<file path="config.mk">
export PLATFORM = sky130hd
export DESIGN_NAME = fetch_redirect_ctrl
export DESIGN_NICKNAME = d
export VERILOG_FILES = /design/src/rtl/fetch_redirect_ctrl_pkg.sv /design/src/rtl/fetch_redirect_ctrl.sv
export SDC_FILE = /design/constraint.sdc
export NUM_CORES = 1
export LEC_CHECK = 0
export ABC_AREA = 1
export CAP_MARGIN = 20
export CELL_PAD_IN_SITES_DETAIL_PLACEMENT = 1
export CELL_PAD_IN_SITES_GLOBAL_PLACEMENT = 1
export CORE_UTILIZATION = 36
export DETAILED_ROUTE_END_ITERATION = 8
export GPL_TIMING_DRIVEN = 0
export PLACE_DENSITY = 0.82
export SYNTH_ARGS = -nofsm -noshare
export SYNTH_HDL_FRONTEND = slang
export SYNTH_SLANG_ARGS = --single-unit
</file>
<file path="constraint.sdc">
create_clock -name clk -period 3.95 [get_ports clk]
set_clock_uncertainty 0.2 [all_clocks]
set_input_delay 0.395 -clock clk [delete_from_list [all_inputs] [get_ports clk]]
set_output_delay 0.395 -clock clk [all_outputs]
set_load 0.02 [all_outputs]
</file>
<file path="src/rtl/fetch_redirect_ctrl_pkg.sv">
// Shared types and defaults for the fetch redirect controller.
// Holds the FSM state encoding and the default reset PC.
package fetch_redirect_ctrl_pkg;

    typedef enum logic [0:0] {
        FRC_RUN        = 1'b0,
        FRC_REDIR_WAIT = 1'b1
    } frc_state_t;

    localparam logic [31:0] FRC_DEF_RESET_PC = 32'h0000_0000;

    // Instruction fetch is word granular; the low two target bits are dropped.
    function automatic logic target_misaligned(input logic [1:0] low_bits);
        return |low_bits;
    endfunction

endpackage

</file>
<file path="src/rtl/fetch_redirect_ctrl.sv">
// Purpose: owns the fetch PC, applies EX branch/jump redirects, squashes wrong-path work, gates fetch.
// Latency: redirect target fetched 1 cycle after the redirect cycle, plus n cycles of mem_busy.
// Backpressure: stall/mem_busy hold the PC; a redirect blocked by mem_busy parks in REDIR_WAIT.
module fetch_redirect_ctrl
    import fetch_redirect_ctrl_pkg::*;
#(
    parameter int              XLEN     = 32,
    parameter logic [XLEN-1:0] RESET_PC = XLEN'(FRC_DEF_RESET_PC),
    parameter int              CNT_W    = 32
) (
    input  logic             clk,
    input  logic             rst,
    input  logic             branch_sel,
    input  logic             jump,
    input  logic [XLEN-1:0]  target_addr,
    input  logic             stall,
    input  logic             mem_busy,
    output logic [XLEN-1:0]  pc_out,
    output logic [XLEN-1:0]  pc_plus4,
    output logic             fetch_req,
    output logic             flush_if_id,
    output logic             flush_id_ex,
    output logic             misaligned,
    output logic [CNT_W-1:0] redirect_cnt
);

    frc_state_t         r_state;
    logic [XLEN-1:0]    r_pc;
    logic [XLEN-1:0]    r_pend;
    logic [CNT_W-1:0]   r_cnt;

    frc_state_t         w_state_nxt;
    logic [XLEN-1:0]    w_pc_nxt;
    logic [XLEN-1:0]    w_pend_nxt;
    logic [XLEN-1:0]    w_tgt;
    logic [XLEN-1:0]    w_pc_plus4;
    logic               w_redirect;
    logic               w_cnt_en;
    logic               w_fetch;
    logic               w_flush_if_id;
    logic               w_flush_id_ex;

    assign w_tgt      = {target_addr[XLEN-1:2], 2'b00};
    assign w_pc_plus4 = r_pc + XLEN'(4);
    assign w_redirect = (branch_sel | jump) && (r_state == FRC_RUN);

    always_comb begin
        w_state_nxt   = r_state;
        w_pc_nxt      = r_pc;
        w_pend_nxt    = r_pend;
        w_cnt_en      = 1'b0;
        w_fetch       = 1'b0;
        w_flush_if_id = 1'b0;
        w_flush_id_ex = 1'b0;
        case (r_state)
            FRC_RUN: begin
                if (w_redirect) begin
                    // EX is authoritative: a redirect overrides stall.
                    w_flush_if_id = 1'b1;
                    w_flush_id_ex = 1'b1;
                    w_cnt_en      = 1'b1;
                    if (mem_busy) begin
                        w_pend_nxt  = w_tgt;
                        w_state_nxt = FRC_REDIR_WAIT;
                    end else begin
                        w_pc_nxt = w_tgt;
                    end
                end else begin
                    w_fetch = ~stall & ~mem_busy;
                    if (w_fetch) begin
                        w_pc_nxt = w_pc_plus4;
                    end
                end
            end
            FRC_REDIR_WAIT: begin
                // ID/EX was squashed on entry; keep bubbling IF/ID until the memory frees up.
                w_flush_if_id = 1'b1;
                if (!mem_busy) begin
                    w_pc_nxt    = r_pend;
                    w_state_nxt = FRC_RUN;
                end
            end
            default: begin
                w_state_nxt = FRC_RUN;
            end
        endcase
    end

    always_ff @(posedge clk or posedge rst) begin
        if (rst) begin
            r_state <= FRC_RUN;
            r_pc    <= RESET_PC;
            r_pend  <= '0;
            r_cnt   <= '0;
        end else begin
            r_state <= w_state_nxt;
            r_pc    <= w_pc_nxt;
            r_pend  <= w_pend_nxt;
            if (w_cnt_en) begin
                r_cnt <= r_cnt + CNT_W'(1);
            end
        end
    end

    assign pc_out       = r_pc;
    assign pc_plus4     = w_pc_plus4;
    assign redirect_cnt = r_cnt;
    assign fetch_req    = w_fetch       & ~rst;
    assign flush_if_id  = w_flush_if_id & ~rst;
    assign flush_id_ex  = w_flush_id_ex & ~rst;
    assign misaligned   = w_redirect & target_misaligned(target_addr[1:0]) & ~rst;

endmodule

</file>
=== Word-level counts from Yosys, hierarchy flattened ===
Index checks and enable logic that the tools add are counted.

* Logic and storage cells: 37
* Output and inout port bits: 100
* Register bits after elaboration: 95

* Equality and inequality tests: 3
* $add $sub $neg: 2
* Muxes and demuxes: 13
* Bitwise gates (word level): 11
* Reductions and logical operators: 4

{| class="wikitable"
|+ Operators by type and width
! operator !! count
|-
| $mux W32 || 4
|-
| $pmux W32 S2 || 1
|-
| $add A32 B1 Y32 const B || 1
|-
| $add A32 B3 Y32 const B || 1
|-
| $and A1 B1 Y1 || 6
|-
| $mux W1 || 6
|-
| $reduce_and A3 Y1 || 2
|-
| $not A1 Y1 || 4
|-
| $pmux W1 S2 || 2
|-
| $ne A3 B2 Y1 const B || 1
|-
| $ne A3 B3 Y1 const B || 1
|-
| $ne A2 B2 Y1 const B || 1
|-
| $reduce_or A2 Y1 || 1
|-
| $logic_and A1 B1 Y1 || 1
|-
| $or A1 B1 Y1 || 1
|}

=== Longest topological paths before layout ===
Gate-level depths: netlist (run 1).

* Depth after elaboration: 5
* Gate-level depth with buffers: 10
* Mapped depth without buffers: 10

=== Worst setup path before layout (run 1) ===
OpenSTA, ideal clock, no wires.

* Path type: register to output
* Start point: reg r_pc[3], in the netlist pc_out[3]
* End point: out pc_plus4[22]
* Path buffers: 0
* Data required time: 3.355 ns
* Data arrival time: 1.556 ns
* Slack: 1.799 ns
* Stages on the path, launching flop included: 9
* Path through: dfrtp_1 ha_1 nand2_1 nor2_4 nand2_2 nor2_4 nand2_1 nand2_1 and2_1

* Cells in the longest elaborated chain, start to end: 1

{| class="wikitable"
|+ Ends and longest elaborated chain
! what !! RTL line !! RTL
|-
| start: declaration || fetch_redirect_ctrl.sv:28 || <nowiki>logic [XLEN-1:0] r_pc;</nowiki>
|-
| start signal: assignment || fetch_redirect_ctrl.sv:97 || <nowiki>r_pc <= w_pc_nxt;</nowiki>
|-
| $add A32 B3 Y32 || fetch_redirect_ctrl.sv:44 || <nowiki>assign w_pc_plus4 = r_pc + XLEN'(4);</nowiki>
|-
| end: declaration || fetch_redirect_ctrl.sv:19 || <nowiki>output logic [XLEN-1:0] pc_plus4,</nowiki>
|}

No other way between the ends.

=== Final worst setup path (run 1) ===
* Start point: reg r_pc[2], in the netlist pc_out[2]
* End point: out pc_plus4[16]

The elaborated chain is that of the path after synthesis.

==> flow_summary.json, run 1 <==
{
  "outcome": "finished clean",
  "critPathMaxFanout": 4,
  "reg2reg_slack_ns": 1.89,
  "setup_viol_count_final": 0,
  "cts_buffer_depth": 2,
  "antenna_left": 0,
  "worst_hold_slack_ns": 0.290,
  "grt_max_degree": 51,
  "yosysMostFrequentCell": "nand2_1",
  "vias": 5605,
  "rr_startpoint": "redirect_cnt[0]$_DFFE_PP0P_",
  "synth_top_area_share": 0.414,
  "finalHoldViolCount": 0,
  "yosys-top-cells-area": "dfrtp_1, nand2_1, nor2_1",
  "r2r-end": "redirect_cnt[22]$_DFFE_PP0P_",
  "start_util": 0.370,
  "muxShareOfSynthArea": 0.00601,
  "rows": 45,
  "cts_resized": 0,
  "ir_worst_vdd_mv": 0.226,
  "wl_per_cell_um": 16.6,
  "fin_crit_sh": 0.793,
  "dieHeight_um": 127,
  "cts_root_buf": "clkbuf_16",
  "synthFlopType": "dfrtp_1",
  "power_density_mw_per_mm2": 429,
  "syn-instance-count": 780,
  "syn-mean-instance-area_um2": 7.20,
  "grtUsageTotal": 0.247,
  "endpoint_kind": "output pin",
  "yosysTopAreaCell": "dfrtp_1",
  "grt_pass1_wl_mm": 30.8,
  "worst_pin_slew_ns": 0.656,
  "synthesis.area_mm2": 0.00562,
  "drc": 0,
  "cts_tree": "done",
  "cts_buffers": 9,
  "dieArea_mm2": 0.0161,
  "synth_top_family_by_area": "simple AND/OR/NAND/NOR gates",
  "totalWireLength_mm": 18.6,
  "antenna_found_initial": 1,
  "ioPinCount": 138,
  "slowest_stage": "clkdlybuf4s50_1",
  "synth_edf_count": 0,
  "hold_class": "reg2reg",
  "drt_iter0_markers": 239,
  "place_congestion": 0.847,
  "cpPeakStageDelay_ns": 0.66,
  "port_buffers": 133,
  "via_per_inst": 5.00,
  "synthAdderAreaFrac": 0.00445,
  "cp.required_ns": 3.36,
  "synth_xor_area_frac": 0.0583,
  "cts_setup_buffers": 0,
  "min_delay_path_depth": 2,
  "htree_levels": 3,
  "crit_start": "pc_out[2]$_DFFE_PP0P_",
  "cap_viol_max_count": 0,
  "fillCellCount": 1939,
  "reg2reg_depth": 10,
  "synth_common_cells": "nand2_1, nor2_1, dfrtp_1",
  "cp_cell_sequence": "ha_1, nand2_1, nor2_4, nand2_2, nor2_2, xor2_1, clkdlybuf4s50_1",
  "hold_buffers": 0,
  "layout-drive-gt1-share": 0.0729,
  "grt_pass1_vias": 5786,
  "dpl.hpwl_mm": 14.5,
  "slew_headroom": 0.563,
  "worstSetupPathType": "reg2out",
  "ys_seq_area_frac": 0.414,
  "die-width_um": 127,
  "synthSimpleGateAreaFrac": 0.342,
  "period_needed_ns": 3.13,
  "yosysWarnings": 0,
  "worstSetupStartpointType": "flip-flop",
  "p_total_mw": 3.22,
  "clk_pin_slew_ns": 0.07,
  "gr-total-overflow": 0,
  "hp-start": "r_pend[20]$_DFFE_PP0P_",
  "drv_slew": 0,
  "hold_end": "r_pend[20]$_DFFE_PP0P_",
  "synth_cell_types": 34,
  "first_pass_iters": 4,
  "core-area_mm2": 0.0152,
  "clk_latency_ns": 0.35,
  "p_leak_nw": 3.37,
  "syn_to_final_growth_pct": 33.6,
  "fmaxAchievable_ghz": 0.319,
  "synth_compound_area_frac": 0.0951,
  "rsz0062_at_grt": "false",
  "cp.arrival_ns": 2.54,
  "async_flop_share": 1.00,
  "cts_sinks": 93,
  "layout.nets": 968,
  "ys_seq_elements": 93
}
==> per-stage QoR <==
stage / instance area (µm²) / TNS (ns) / utilization / setup slack, ns / cells
5_1_grt: 7510 / 0 / 0.494 / 0.686 / 1122
6_report: 7510 / 0 / 0.494 / 0.817 / 1122
3_3_place_gp: 7200 / -69.26 / 0.473 / -0.750 / 1104
3_5_place_dp: 7230 / 0 / 0.475 / 0.894 / 1105
2_1_floorplan: 5630 / 0 / - / 0.935 / 783
4_1_cts: 7510 / 0 / 0.494 / 0.790 / 1121
==> power by group <==
group	leakage, nW	switching [mW]	internal (mW)
sequential	1.12	0.174	1.10
clock	0.138	0.382	0.459
combinational	2.11	0.632	0.480
total	3.37	1.19	2.04
==> sequential cells by signal (all words and copies together) (netlist names) <==
register and cells:
pc_out 30, r_pend 30, r_state 1, redirect_cnt 32
==> critical path, delay by kind of cell (launching register included) <==
family / cells / cell delay (ns)
and+or+nand+nor: 4 / 0.60
adders and majority gates: 1 / 0.21
xor gates and xnor gates: 1 / 0.30
buffers and inverters: 1 / 0.66
DFF: 1 / 0.42
==> cell type report <==
class,count,area [µm²],share of cell area
Tap cell,188,235,0.0313
Inverter,76,288,0.0383
Sequential cell,93,2330,0.310
Clock inverter,4,22.5,0.00300
Antenna cell,1,2.50,0.000333
Timing Repair Buffer,134,1360,0.181
Clock buffer,12,256,0.0342
Multi-Input combinational cell,586,2860,0.381
Buffer,28,159,0.0212
==> layer usage <==
metal	share of wire	track usage	wire length [µm]
met5	0	0	0
met4	0.011	0.0735	198
met3	0.036	0.0418	674
met2	0.50	0.425	9320
met1	0.45	0.318	8440
==> cells in the final DEF, fill, tap and decap left out, types with 2 or more instances in the layout <==
master           instances
a21oi_1                 43
and2_1                   7
buf_2                   10
buf_4                    7
buf_6                    2
clkbuf_1                10
clkbuf_16                9
clkbuf_8                 2
clkdlybuf4s50_1        133
clkinv_2                 3
conb_1                   4
dfrtp_1                 93
ha_1                     2
inv_1                   74
mux2_2                   3
nand2_1                242
nand2_2                  4
nand3_1                 26
nand3b_1                13
nand4_1                  9
nor2_1                 104
nor2_2                   7
nor2_4                  11
nor3_1                  10
nor4_1                   3
o21ai_0                 56
xnor2_1                 10
xor2_1                  20
xor2_2                   4
==> worst max path at each step <==
| stage | endpoint | slack (ns) | cells past startpoint |
|---|---|---|---|
| floorplan | pc_out[10]$_DFFE_PP0P_ | 0.93 | 1 |
| global placement | pc_out[29]$_DFFE_PP0P_ | -0.75 | 2 |
| detailed placement | misaligned | 0.89 | 8 |
| CTS | pc_plus4[16] | 0.79 | 7 |
| global route | pc_plus4[16] | 0.69 | 7 |
| finish | pc_plus4[16] | 0.82 | 7 |
==> logic make-up after synthesis <==
| group | Yosys count |
|---|---|
| AND/OR/NAND/NOR | 439 |
| other | 1 |
| buffers and inverters | 104 |
| XOR/XNOR | 34 |
| AO/OA/AOI/OAI | 104 |
| flip-flops | 93 |
| adder cells (fa/ha/maj) | 2 |
| multiplexers | 3 |
Note: power is estimated with default switching activity, not from simulation.
==> inputs of run 2 (changes only) <==
--- a/config.mk
+++ b/config.mk
@@ -9,10 +9,10 @@
 export CAP_MARGIN = 20
 export CELL_PAD_IN_SITES_DETAIL_PLACEMENT = 1
 export CELL_PAD_IN_SITES_GLOBAL_PLACEMENT = 1
-export CORE_UTILIZATION = 36
+export CORE_UTILIZATION = 32
 export DETAILED_ROUTE_END_ITERATION = 8
 export GPL_TIMING_DRIVEN = 0
-export PLACE_DENSITY = 0.82
+export PLACE_DENSITY = 0.77
 export SYNTH_ARGS = -nofsm -noshare
 export SYNTH_HDL_FRONTEND = slang
 export SYNTH_SLANG_ARGS = --single-unit
==> constraint.sdc (replaced) <==
create_clock -name clk -period 2.5 [get_ports clk]
set_clock_uncertainty 0.2 [all_clocks]
set_input_delay 0.25 -clock clk [delete_from_list [all_inputs] [get_ports clk]]
set_output_delay 0.25 -clock clk [all_outputs]
set_load 0.02 [all_outputs]
==> run 2 against run 1 <==
Against the previous run:
- cell count up 3.7%
- combinational power up 57%
- clock power up 64%
- sequential share of layout area down 0.42 points
- via count up 0.41%
- critical path depth up 2
- highest routed layer is now met5
- sequential power up 59%
- utilization down 5.0 points
==> flow_summary.json, run 2 (synthesis gave the netlist of run 1 again) <==
{
  "outcome": "finished clean",
  "slowest_stage": "dfrtp_1",
  "ioPinCount": 138,
  "clk_latency_ns": 0.35,
  "worst_pin_slew_ns": 0.610,
  "vias": 5628,
  "antenna_left": 0,
  "use_met2": 0.376,
  "cts_sinks": 93,
  "finalHoldViolCount": 0,
  "grt_pass1_vias": 5758,
  "hold_class": "in2async",
  "cts_buffers": 9,
  "gr-total-overflow": 0,
  "layout_common_cells": "nand2_1, clkdlybuf4s50_1, nor2_1",
  "rows": 48,
  "endpoint_kind": "output pin",
  "worstSetupPathType": "reg2out",
  "totalWireLength_mm": 18.7,
  "worstSetupStartpointType": "flip-flop",
  "met3_usage": 0.0443,
  "place_congestion": 0.812,
  "dp_cells": 1143,
  "multi_input_area_mm2": 0.00294,
  "die-width_um": 135,
  "met1_usage": 0.273,
  "cts_buffer_depth": 2,
  "setup_viol_count_final": 0,
  "cp_cell_sequence": "ha_2, nand2_2, nor2_4, nand2_4, nor2_4, nand2_2, nand2_2, and2_4, buf_6",
  "antenna_cells": 0,
  "dpl.hpwl_mm": 14.6,
  "cp.arrival_ns": 1.95,
  "grt_max_degree": 39,
  "antenna_found_initial": 2,
  "cts_tree": "done",
  "fin_ws_ns": 0.102,
  "syn_to_final_growth_pct": 36.3,
  "place_ws_ns": -0.418,
  "cap_viol_max_count": 0,
  "final_common_cell": "nand2_1",
  "cpPeakStageDelay_ns": 0.40,
  "seqCellArea_mm2": 0.00234,
  "fmaxAchievable_ghz": 0.417,
  "layout.nets": 975,
  "cts_root_buf": "clkbuf_16",
  "clk_pin_slew_ns": 0.07,
  "via_per_inst": 4.84,
  "grtUsageTotal": 0.214,
  "dieArea_mm2": 0.0181,
  "rsz0062_at_grt": "true",
  "period_needed_ns": 2.40,
  "hold_buffers": 0,
  "first_pass_iters": 4,
  "slew_headroom": 0.592,
  "drt_iter0_markers": 234,
  "cp.required_ns": 2.05,
  "final_cells": 1163,
  "largest_reg_flops": 32,
  "ir_worst_vdd_mv": 0.328,
  "dieHeight_um": 135,
  "reg2reg_slack_ns": 0.41,
  "p_leak_nw": 3.45,
  "grt_pass1_wl_mm": 30.0,
  "critPathMaxFanout": 5,
  "fin_crit_sh": 0.959,
  "drv_slew": 0,
  "wl_per_cell_um": 16.1,
  "core-area_mm2": 0.0172,
  "start_util": 0.326,
  "layout-drive-gt1-share": 0.126,
  "drc": 0,
  "gr-max-usage-layer": "met2",
  "htree_levels": 3,
  "fillCellCount": 2165,
  "port_buffers": 133,
  "crit_top_cell": "nand2_2",
  "power_density_mw_per_mm2": 670
}
## run 2: worst paths after layout
path,cells after the start,startpoint,to
max in group asynchronous,3,rst,pc_out[18]$_DFFE_PP0P_
min in group clk,2,r_pend[15]$_DFFE_PP0P_,r_pend[15]$_DFFE_PP0P_
worst min register to register,2,r_pend[15]$_DFFE_PP0P_,r_pend[15]$_DFFE_PP0P_
worst max-delay path,9,pc_out[3]$_DFFE_PP0P_,pc_plus4[28]
worst max register to register,10,redirect_cnt[0]$_DFFE_PP0P_,redirect_cnt[22]$_DFFE_PP0P_
worst min-delay path,2,rst,r_pend[14]$_DFFE_PP0P_
## run 2: area by class of cell
class | instances | share of cell area
Sequential cell | 93 | 0.306
Timing Repair Buffer | 142 | 0.178
Clock inverter | 2 | 0.00457
Buffer | 27 | 0.0204
Multi-Input combinational cell | 586 | 0.384
Inverter | 76 | 0.0381
Clock buffer | 12 | 0.0322
Tap cell | 225 | 0.0368
## run 2: report_power, final
part	internal (mW)	total, mW	switching [mW]
logic	0.738	1.74	1.00
registers	1.74	2.02	0.277
clock network	0.792	1.38	0.584
## run 2: per-stage QoR
step                      utilization  power, mW  area (µm²)  hold WS, ns  TNS (ns)
final                           0.444       5.13        7660        0.264         0
after global routing            0.444       5.42        7660        0.298   -0.0396
after CTS                       0.442       5.15        7620        0.289   -0.0287
after detailed placement        0.423       3.79        7290        0.273     -1.34
after global placement          0.420       3.74        7250        0.266    -27.89
after floorplan                     -       2.96        5630        0.179         0
## run 2: layer usage
layer	vias up	share of wire
met5	-	0.00070
li1	2756	-
met1	2738	0.44
met3	10	0.046
met4	2	0.0078
met2	122	0.50
## run 2: repair_timing
item	in CTS	in global routing
gates resized for setup	78	40
hold endpoints to repair	0	0
pin swaps	5	9
setup endpoints to repair	30	20
buffers inserted	6	1
cloned	0	0
## run 2: critical path, delay by kind of cell, from the launching register on
family        cells  cell delay (ns)
simple gates      7             0.88
fa+ha+maj         1             0.21
flops             1             0.40
buf+inv           1             0.11
==> inputs of run 3 (changes only) <==
--- a/config.mk
+++ b/config.mk
@@ -9,6 +9,7 @@
 export CAP_MARGIN = 20
 export CELL_PAD_IN_SITES_DETAIL_PLACEMENT = 1
 export CELL_PAD_IN_SITES_GLOBAL_PLACEMENT = 1
+export CORE_MARGIN = 2
 export CORE_UTILIZATION = 32
 export DETAILED_ROUTE_END_ITERATION = 8
 export GPL_TIMING_DRIVEN = 0
@@ -16,3 +17,4 @@
 export SYNTH_ARGS = -nofsm -noshare
 export SYNTH_HDL_FRONTEND = slang
 export SYNTH_SLANG_ARGS = --single-unit
+export TNS_END_PERCENT = 5
==> run 3 against run 2 <==
Against the previous run:
- the flow now finishes with violations (negative setup slack)
- die area rose by 3.0%
- utilization rose by 0.30 points
- clock-buffer cell count fell by 1
- cell count rose by 0.43%
- power rose by 2.4%
- sequential power barely moved
- critical path type unchanged
- critical endpoint is now pc_plus4[16]
- largest cell class unchanged
- largest power group unchanged
==> flow_summary.json, run 3 (synthesis gave the netlist of run 1 again) <==
{
  "outcome": "finished with violations",
  "violations": "negative setup slack",
  "finalHoldViolCount": 0,
  "worstSetupPathType": "reg2out",
  "core-area_mm2": 0.0172,
  "rows": 48,
  "reg2reg_depth": 9,
  "ioPinCount": 138,
  "rsz0062_at_grt": "true",
  "grt_max_degree": 37,
  "die-width_um": 137,
  "period_needed_ns": 2.53,
  "hold_class": "reg2reg",
  "wl_per_cell_um": 16.7,
  "clk_latency_ns": 0.34,
  "stdcell_area_mm2": 0.00771,
  "fmaxAchievable_ghz": 0.396,
  "critPathMaxFanout": 4,
  "cp.required_ns": 2.05,
  "cts_buffer_depth": 2,
  "tns_ns": -0.0269,
  "via_per_inst": 4.88,
  "htree_levels": 3,
  "layout-drive-gt1-share": 0.129,
  "cts_root_buf": "clkbuf_16",
  "totalWireLength_mm": 19.5,
  "grtUsageTotal": 0.215,
  "crit_start": "pc_out[2]$_DFFE_PP0P_",
  "antenna_found_initial": 2,
  "dpl.hpwl_mm": 14.8,
  "gr-total-overflow": 0,
  "fin_ws_ns": -0.0257,
  "drt_iter0_markers": 206,
  "ir_worst_vdd_mv": 0.349,
  "drc": 0,
  "final_cells": 1168,
  "layout.nets": 981,
  "worst_hold_slack_ns": 0.290,
  "start_util": 0.326,
  "reg2reg_slack_ns": 0.43,
  "cts_buffers": 9,
  "syn_to_final_growth_pct": 37.2,
  "dieHeight_um": 137,
  "drv_slew": 0,
  "setup_viol_count_final": 2,
  "layout_common_cells": "nand2_1, clkdlybuf4s50_1, nor2_1",
  "grt_pass1_wl_mm": 31.0,
  "dieArea_mm2": 0.0186,
  "r2r-end": "pc_out[16]$_DFFE_PP0P_",
  "power_density_mw_per_mm2": 681,
  "cp.arrival_ns": 2.08,
  "antenna_cells": 0,
  "endpoint": "pc_plus4[16]",
  "cap_viol_max_count": 0,
  "dp_cells": 1143,
  "worst_pin_slew_ns": 0.772,
  "antenna_left": 0,
  "fin_crit_sh": 1.01,
  "p_total_mw": 5.25,
  "grt_pass1_vias": 5918,
  "cts_sinks": 93,
  "p_leak_nw": 3.49,
  "final_common_cell": "nand2_1",
  "largest_reg_flops": 32,
  "worstSetupStartpointType": "flip-flop",
  "slew_headroom": 0.485,
  "hold_buffers": 0,
  "hp-start": "r_pend[6]$_DFFE_PP0P_",
  "cp_cell_sequence": "ha_2, nand2_2, nor2_4, buf_4, nand2_2, nor2_4, xor2_2, buf_6",
  "slowest_stage": "dfrtp_1",
  "vias": 5695,
  "first_pass_iters": 4,
  "clk_pin_slew_ns": 0.06,
  "cts_tree": "done",
  "place_congestion": 0.846,
  "cpPeakStageDelay_ns": 0.41,
  "postPlaceCellArea_mm2": 0.00729,
  "rr_startpoint": "pc_out[2]$_DFFE_PP0P_",
  "endpoint_kind": "output pin",
  "port_buffers": 133
}
==> run 3: routing by layer <==
metal,vias up,wire length [µm],global-route usage
met5,-,12,0
met4,2,273,0.0556
met3,23,929,0.0393
li1,2768,-,-
met2,143,9630,0.376
met1,2759,8640,0.272
==> run 3: worst min-delay path by stage <==
stage                                        end  slack [ns]  depth (start not counted)
after global routing      r_pend[22]$_DFFE_PP0P_        0.30                          3
after global placement    r_pend[27]$_DFFE_PP0P_        0.27                          2
after CTS                 r_pend[24]$_DFFE_PP0P_        0.28                          3
after detailed placement   r_pend[6]$_DFFE_PP0P_        0.27                          2
final                      r_pend[6]$_DFFE_PP0P_        0.29                          2
after floorplan                r_state$_DFF_PP0_        0.18                          2
==> run 3: power breakdown <==
part / internal, mW / switching [mW]
Combinational: 0.735 / 1.02
Sequential: 1.74 / 0.287
Clock: 0.889 / 0.582
==> run 3: timing repair <==
action,4_1_cts,5_1_grt
resized for setup,71,56
pin swaps,3,8
buffers inserted,1,11
setup endpoints to repair,30,25
==> run 3: per-stage QoR <==
step / utilization / worst slack (ns)
after floorplan: - / 0.458
after global placement: 0.420 / -0.390
after detailed placement: 0.423 / -0.416
after CTS: 0.441 / -0.147
after global routing: 0.447 / -0.126
final: 0.447 / -0.0257
==> run 3: cell type report <==
type,count,area [µm²]
Fill cell,2151,9530
Multi-Input combinational cell,586,2930
Sequential cell,93,2340
Timing Repair Buffer,147,1400
Inverter,76,292
Tap cell,225,282
Clock buffer,11,243
Buffer,28,164
Clock inverter,2,60.1
==> run 3: critical path, delay by kind of cell, from the launching register on <==
family	cells	cell delay [ns]
AND/OR/NAND/NOR	4	0.54
flip-flops	1	0.41
buffers and inverters	2	0.30
XOR/XNOR	1	0.25
adder cells (fa/ha/maj)	1	0.23
